$ cat config.mk
export PLATFORM = sky130hd
export DESIGN_NAME = store_cmd_scheduler
export DESIGN_NICKNAME = d
export VERILOG_FILES = /design/src/rtl/store_cmd_scheduler.sv
export SDC_FILE = /design/constraint.sdc
export NUM_CORES = 1
export LEC_CHECK = 0
export ABC_AREA = 1
export CAP_MARGIN = 20
export CELL_PAD_IN_SITES_DETAIL_PLACEMENT = 1
export CELL_PAD_IN_SITES_GLOBAL_PLACEMENT = 1
export CORE_MARGIN = 2
export CORE_UTILIZATION = 49
export CTS_CLUSTER_SIZE = 12
export DETAILED_ROUTE_END_ITERATION = 8
export PLACE_DENSITY = 0.87
export RECOVER_POWER = 100
export SKIP_CTS_REPAIR_TIMING = 1
export SLEW_MARGIN = 20
export SYNTH_ARGS = -nofsm -noshare
export SYNTH_HDL_FRONTEND = slang
export SYNTH_SLANG_ARGS = --single-unit
$ cat constraint.sdc
create_clock -name clk -period 5.95 [get_ports clk]
set_input_delay 0.595 -clock clk [delete_from_list [all_inputs] [get_ports clk]]
set_output_delay 0.595 -clock clk [all_outputs]
set_load 0.005 [all_outputs]
$ cat src/rtl/store_cmd_scheduler.sv
// Queues STORE commands in a small FIFO and issues them one at a time to the
// store execution unit. Zero-length commands are dropped without being issued.
module store_cmd_scheduler #(
    parameter int ADDR_WIDTH = 24,
    parameter int DEPTH      = 4
) (
    input  logic                    clk,
    input  logic                    rst_n,
    input  logic                    cmd_valid,
    output logic                    cmd_ready,
    input  logic [4:0]              cmd_buf_id,
    input  logic [9:0]              cmd_length,
    input  logic [ADDR_WIDTH-1:0]   cmd_addr,
    output logic                    exec_start,
    output logic [4:0]              exec_buf_id,
    output logic [9:0]              exec_length,
    output logic [ADDR_WIDTH-1:0]   exec_addr,
    input  logic                    exec_done,
    output logic                    busy,
    output logic [$clog2(DEPTH):0]  pending,
    output logic                    cmpl_pulse,
    output logic                    drop_pulse
);

    localparam int PTR_W = $clog2(DEPTH);
    localparam int CNT_W = PTR_W + 1;
    localparam logic [CNT_W-1:0] FULL_CNT = CNT_W'(DEPTH);

    typedef enum logic {
        IDLE = 1'b0,
        WAIT = 1'b1
    } state_t;

    typedef struct packed {
        logic [4:0]            buf_id;
        logic [9:0]            length;
        logic [ADDR_WIDTH-1:0] addr;
    } entry_t;

    entry_t             r_mem [DEPTH];
    logic [PTR_W-1:0]   r_wr_ptr;
    logic [PTR_W-1:0]   r_rd_ptr;
    logic [CNT_W-1:0]   r_pending;
    state_t             r_state;
    state_t             w_state_nxt;
    logic               r_exec_start;
    logic               r_cmpl;
    logic               r_drop;
    entry_t             r_exec;

    logic               w_ready;
    logic               w_push;
    logic               w_pop;
    logic               w_issue;
    logic               w_drop;
    logic               w_cmpl;
    entry_t             w_head;
    entry_t             w_in;

    assign w_ready = (r_pending < FULL_CNT);
    assign w_push  = cmd_valid && w_ready;
    assign w_head  = r_mem[r_rd_ptr];
    assign w_in    = '{buf_id: cmd_buf_id, length: cmd_length, addr: cmd_addr};

    always_ff @(posedge clk or negedge rst_n) begin
        if (!rst_n) begin
            r_state <= IDLE;
        end else begin
            r_state <= w_state_nxt;
        end
    end

    // Pop happens in the IDLE cycle itself; the issued command appears one cycle later.
    always_comb begin
        w_state_nxt = r_state;
        w_pop       = 1'b0;
        w_issue     = 1'b0;
        w_drop      = 1'b0;
        w_cmpl      = 1'b0;
        case (r_state)
            IDLE: begin
                if (r_pending != '0) begin
                    w_pop = 1'b1;
                    if (w_head.length != '0) begin
                        w_issue     = 1'b1;
                        w_state_nxt = WAIT;
                    end else begin
                        w_drop = 1'b1;
                    end
                end
            end
            WAIT: begin
                if (exec_done) begin
                    w_cmpl      = 1'b1;
                    w_state_nxt = IDLE;
                end
            end
            default: w_state_nxt = IDLE;
        endcase
    end

    // Storage is not reset; validity is tracked solely by the pointers and count.
    always_ff @(posedge clk) begin
        if (w_push) begin
            r_mem[r_wr_ptr] <= w_in;
        end
    end

    always_ff @(posedge clk or negedge rst_n) begin
        if (!rst_n) begin
            r_wr_ptr     <= '0;
            r_rd_ptr     <= '0;
            r_pending    <= '0;
            r_exec_start <= 1'b0;
            r_cmpl       <= 1'b0;
            r_drop       <= 1'b0;
            r_exec       <= '0;
        end else begin
            r_exec_start <= w_issue;
            r_cmpl       <= w_cmpl;
            r_drop       <= w_drop;
            if (w_push) begin
                r_wr_ptr <= r_wr_ptr + PTR_W'(1);
            end
            if (w_pop) begin
                r_rd_ptr <= r_rd_ptr + PTR_W'(1);
            end
            if (w_push && !w_pop) begin
                r_pending <= r_pending + CNT_W'(1);
            end else if (!w_push && w_pop) begin
                r_pending <= r_pending - CNT_W'(1);
            end
            if (w_issue) begin
                r_exec <= w_head;
            end
        end
    end

    assign cmd_ready   = w_ready;
    assign exec_start  = r_exec_start;
    assign exec_buf_id = r_exec.buf_id;
    assign exec_length = r_exec.length;
    assign exec_addr   = r_exec.addr;
    assign busy        = (r_state == WAIT);
    assign pending     = r_pending;
    assign cmpl_pulse  = r_cmpl;
    assign drop_pulse  = r_drop;

endmodule
## Yosys cells after proc, flatten, opt, wreduce, memory -nomap -nowiden

Memory sizes are Yosys's and may differ from the RTL's.
Index checks and enable logic that the tools add are counted.

| storage, ports and cells | value |
|---|---|
| flip-flop bits (word level) | 50 |
| bits in latches | 0 |
| bits in writable memories | 156 |
| memory bits (read-only) | 0 |
| input bits | 43 |
| word-level logic and storage cells | 41 |
| memories | 1 |

Memory list:

| memory | words | width | rd ports | clocked after memory_dff | wr ports | RTL line | RTL |
|---|---|---|---|---|---|---|---|
| r_mem | 4 | 39 | 1 | 0 | 1 | 40 | `entry_t r_mem [DEPTH];` |

| operators by class | value |
|---|---|
| $add $sub $neg | 4 |
| multipliers | 0 |
| div/mod/pow operators | 0 |
| $lt $le $gt $ge | 1 |
| equal/unequal tests | 0 |
| shifts and indexed selects | 0 |
| muxes and demuxes | 16 |
| bitwise operators | 1 |
| reductions and logical operators | 8 |

Operators by type and width:

| cell | count |
|---|---|
| $mux 1 | 13 |
| $reduce_bool 10->1 | 1 |
| $mux 3 | 2 |
| $add 2x1->2 const B | 2 |
| $add 3x1->3 const B | 1 |
| $logic_and 1x1->1 | 3 |
| $lt 3x3->1 const B | 1 |
| $reduce_bool 3->1 | 1 |
| $sub 3x1->3 const B | 1 |
| $logic_not 1->1 | 2 |
| $pmux 1 s2 | 1 |
| $reduce_bool 2->1 | 1 |
| $not 1->1 | 1 |

## Longest topological paths before layout

| depth | value |
|---|---|
| word-level depth | 6 |
| gate-level depth with buffers | 13 |
| mapped depth without buffers | 10 |

## Worst setup path before layout

No wires, ideal clock.

| timing path | value |
|---|---|
| kind | input-to-reg |
| start | input cmd_valid |
| end | memory r_mem[0][0] in the netlist's numbering (enable) |
| setup time | 435 ps |
| arrival time | 2,381 ps |
| setup slack | 3,134 ps |
| cell stages on the path | 2 |
| path buffers | 0 |
| cells stage by stage | nand2_1 nor2_1 |

| on the way | value |
|---|---|
| cells in the longest elaborated chain, start to end | 3 |

RTL lines:

| what | RTL line | RTL |
|---|---|---|
| from (decl) | 9 | `input logic cmd_valid,` |
| $logic_and 1x1->1 | 61 | `assign w_push = cmd_valid && w_ready;` |
| $mux 1 | 104 | `if (w_push) begin` |
| $mux 1 (implied by the code) | 105 | `r_mem[r_wr_ptr] <= w_in;` |
| to (decl) | 40 |  |

Every way passes these cells.

## Final worst setup path

| timing path | value |
|---|---|
| start | register r_rd_ptr[0] |
| end | register r_state, in the netlist busy |

| on the way | value |
|---|---|
| cells in the longest elaborated chain, start to end | 5 |

RTL lines:

| what | RTL line | RTL |
|---|---|---|
| from (decl) | 42 | `logic [PTR_W-1:0] r_rd_ptr;` |
| from (signal assigned) | 126 | `r_rd_ptr <= r_rd_ptr + PTR_W'(1);` |
| $mem_v2 4x39 | - |  |
| $reduce_bool 10->1 | 84 | `if (w_head.length != '0) begin` |
| $mux 1 | 84 |  |
| $mux 1 | 82 | `if (r_pending != '0) begin` |
| $pmux 1 s2 | 80 | `case (r_state)` |
| named net w_state_nxt | 45 | `state_t w_state_nxt;` |
| to (signal assigned) | 69 | `r_state <= w_state_nxt;` |
| to (decl) | 44 | `state_t r_state;` |

The timed path passes the listed nets, and every way through them passes these cells.
A chain may end at the register's enable or synchronous reset.

==> key figures <==
Critical path
  • CP bufs+invs: 2
  • Reg-to-Reg End: busy
  • Slowest cell on crit path: dfrtp_1
  • Crit. End Element: register
  • Startpoint Class: register
  • Crit-path max FO: 79
  • Crit Path Category: register to register
  • Reg2Reg Depth: 10
  • CP Data Arrival Time: 5040 ps
  • Beginning of the worst register-to-register path: r_rd_ptr[0]
  • Worst setup path start: r_rd_ptr[0]
  • Most frequent CP cell: nand2_1
  • Worst path depth: 10
  • Critical Path RT: approximately 6300 ps
  • Cell Chain, Critical Path: buf_4, inv_4, nand2_1, nand3_1, nand2_1, nand2_1, nor2_1, nand3_2, nand2_2, o21ai_0
  • Worst setup path endpoint: busy
  • Top delay family on crit path: simple AND/OR/NAND/NOR gates
  • R2R setup slack: 1210 ps
  • CP max stage delay: about 1200 ps

Floorplanning
  • Io pins: 90
  • Initial Util: 50.33%
  • Die Height: 132.2 um
  • Core area: 16,000 um^2
  • Cell Rows: 46
  • Die X: approximately 130 um
  • Die footprint: 17,480 um^2

Finish
  • Fraction of layout cells with a size suffix above 1: 8.174%
  • Most frequent cells in the layout: edfxtp_1 (156), nand2_1 (138), dlygate4sd3_1 (87), nor2_1 (66), o21ai_0 (59)
  • Fill cells: 1,642
  • Register Area: 5937 um^2
  • ANT cells: 0
  • Multi-input logic area: 1841 um^2
  • Synth-to-layout area growth: 20.49%
  • Design Area, Final: a little under 10,000 um^2
  • Fin nets: 769
  • Commonest non-fill, non-tap cell in the layout: edfxtp_1

Synthesis
  • YS warnings: 0
  • Distinct cells, synth: 23
  • Number of synthesized register bits: 206
  • Avg Inst Size Synth: about 13 um^2
  • Post-Synthesis Cell Area: about 8000 um^2
  • Cells after synthesis: about 640
  • Post-synthesis sequential area ratio: 73.71%
  • Post-Synthesis Net Count: 686

Global route
  • Vias in the first global route: roughly 5,800
  • First-pass GRT wire length: around 32,000 um
  • Antenna violations before repair: 0
  • Overflow after GRT: 0
  • GRT Util Overall: 23.83%
  • Largest net degree at the start of global routing: 80

Timing
  • Unrepaired setup endpoints after global routing: no
  • Final Cycle Share: 79.62%
  • Fin crit period: between 4000 and 5000 ps
  • Worst-case clock skew: roughly 14 ps
  • TNS Setup: 0 ps
  • Max-slew violation count: approximately 210
  • Measured slew at the worst slew-check pin: 2935 ps
  • Final setup fails: 0
  • Final hold violations: 0
  • Slew HR: -95.65%
  • Fmax: roughly 0.21 GHz

Power and ir drop
  • Pwr dens: 516.4 nW/um^2
  • Reg power frac: a little over two fifths
  • Gate power share: 33.4%
  • Internal power: around 0.0032 W
  • VDD IR max: 0.0002519 V
  • Sw power: 0.001792 W
  • Leakage power: 3.729 nW
  • Sw Share: 35.77%
  • Clock power frac: between 20% and 30%

Detailed routing
  • Detailed Routing Iterations Pass 1: 5
  • Via count: about 5,200
  • DR vias/cell: 5.499
  • Post-route ant nets: 0
  • DRT iter0 DRCs: 519
  • # DRC: 0
  • Detailed Route WL: 20,410 um
  • Routed wire per std cell: 21.48 um

Flow run
  • Max-Cap Viols: 5

Placed design
  • Port buffer count: 89
  • Gpl congestion: 0.7416
  • Placed cell area: 9107 um^2
  • Post-DP HPWL: 11,690 um

Outcome
  • Outcome: complete, but fails checks
  • Failing checks: capacitance limit, slew limit

Clock network
  • CTS buffer count: 21
  • Clk buf depth: 3
  • CTS sink cnt: 206
  • CTS H-Tree Depth: 1
  • CTS tree: yes
  • Root buf cell: clkbuf_16
  • Skew-Pair Late Insertion Delay: about 500 ps
  • Worst-path clk slew: 60 ps

Hold path
  • Hold WC Path Type: register to register
==> cell families (layout without fill, tap and decap cells) <==
logic type                 count (synthesis)  in the layout  share of synthesized area (%)
AOI/OAI and AO/OA                         90             90                          6.075
xor gates and xnor gates                   4              4                         0.4351
adders and majority gates                  6              6                          1.025
buffers and inverters                     61            158                          3.807
DFF                                      206            206                          73.71
muxes                                      1              1                         0.1398
and+or+nand+nor                          269            269                          14.81
==> cell usage after synthesis (all sizes together) <==
cell type,instances,share of area (%)
ha,5,0.78
nand2,139,6.5
buf,20,1.9
clkbuf,17,0.79
xnor2,1,0.11
mux2,1,0.14
o31ai,1,0.093
o22ai,29,2.3
nor2,70,3.3
nand3,60,5.0
inv,24,1.1
fa,1,0.25
edfxtp,156,58
o21ai,60,3.7
xor2,3,0.33
dfrtp,50,16
==> metal layers <==
layer	wire (um)	GRT usage, %	vias up
met5	0	0	-
met4	589	9.438	0
met3	810	3.383	46
met2	10920	43.52	131
met1	8082	28.48	2660
li1	-	-	2387
==> registers in the layout, summed over array words and instances (netlist names) <==
name,flops
r_rd_ptr,2
exec_buf_id,5
cmpl_pulse,1
r_mem,156
exec_start,1
busy,1
exec_addr,24
r_wr_ptr,2
drop_pulse,1
pending,3
exec_length,10
==> power by group through the flow <==
stage / Clock (W) / Sequential (W) / Combinational [W]
floorplan: 0 / 0.00205 / 0.00108
global placement: 0 / 0.00212 / 0.00158
detailed placement: 0 / 0.00215 / 0.00172
CTS: 0.00122 / 0.00213 / 0.00176
global route: 0.00126 / 0.00217 / 0.00186
finish: 0.00120 / 0.00214 / 0.00167
==> worst reg2reg max path, cell delays in order, from the launching register on <==
cell     delay (ps)
dfrtp_1        1150
buf_4           580
inv_4           430
nand2_1         220
nand3_1         130
nand2_1         180
nand2_1          80
nor2_1          110
nand3_2         490
nand2_2         920
o21ai_0         260
==> worst min-delay path by stage <==
stage / startpoint / endpoint / slack [ps] / cells past startpoint
2_1_floorplan: rst_n / busy / 300 / 0
3_3_place_gp: exec_addr[1] / exec_addr[1] / 450 / 2
3_5_place_dp: exec_addr[7] / exec_addr[7] / 460 / 2
4_1_cts: rst_n / exec_addr[3] / 260 / 2
5_1_grt: exec_addr[5] / exec_addr[5] / 490 / 2
6_report: exec_addr[4] / exec_addr[4] / 460 / 2
==> cell type report <==
type,instances,area share (%)
well taps,216,2.785
inverters,24,0.9542
clock inverters,1,0.03868
clock buffers,36,6.306
flip-flops and latches,206,61.19
multi-input cells,370,18.97
repair buffers,97,9.761
==> stage by stage <==
| step | setup slack [ps] | std cells | utilization, % | power, W | hold WS (ps) |
|---|---|---|---|---|---|
| 2_1_floorplan | 3134 | 637 | - | 0.003134 | 299.4 |
| 3_3_place_gp | 1540 | 912 | 56.75 | 0.003704 | 453.4 |
| 3_5_place_dp | 1823 | 913 | 56.92 | 0.003865 | 458.0 |
| 4_1_cts | 1729 | 950 | 60.77 | 0.005103 | 259.9 |
| 5_1_grt | 857.7 | 950 | 60.64 | 0.005292 | 488.8 |
| 6_report | 1213 | 950 | 60.64 | 0.005011 | 460.8 |
Power figures use the tool's default switching activity.
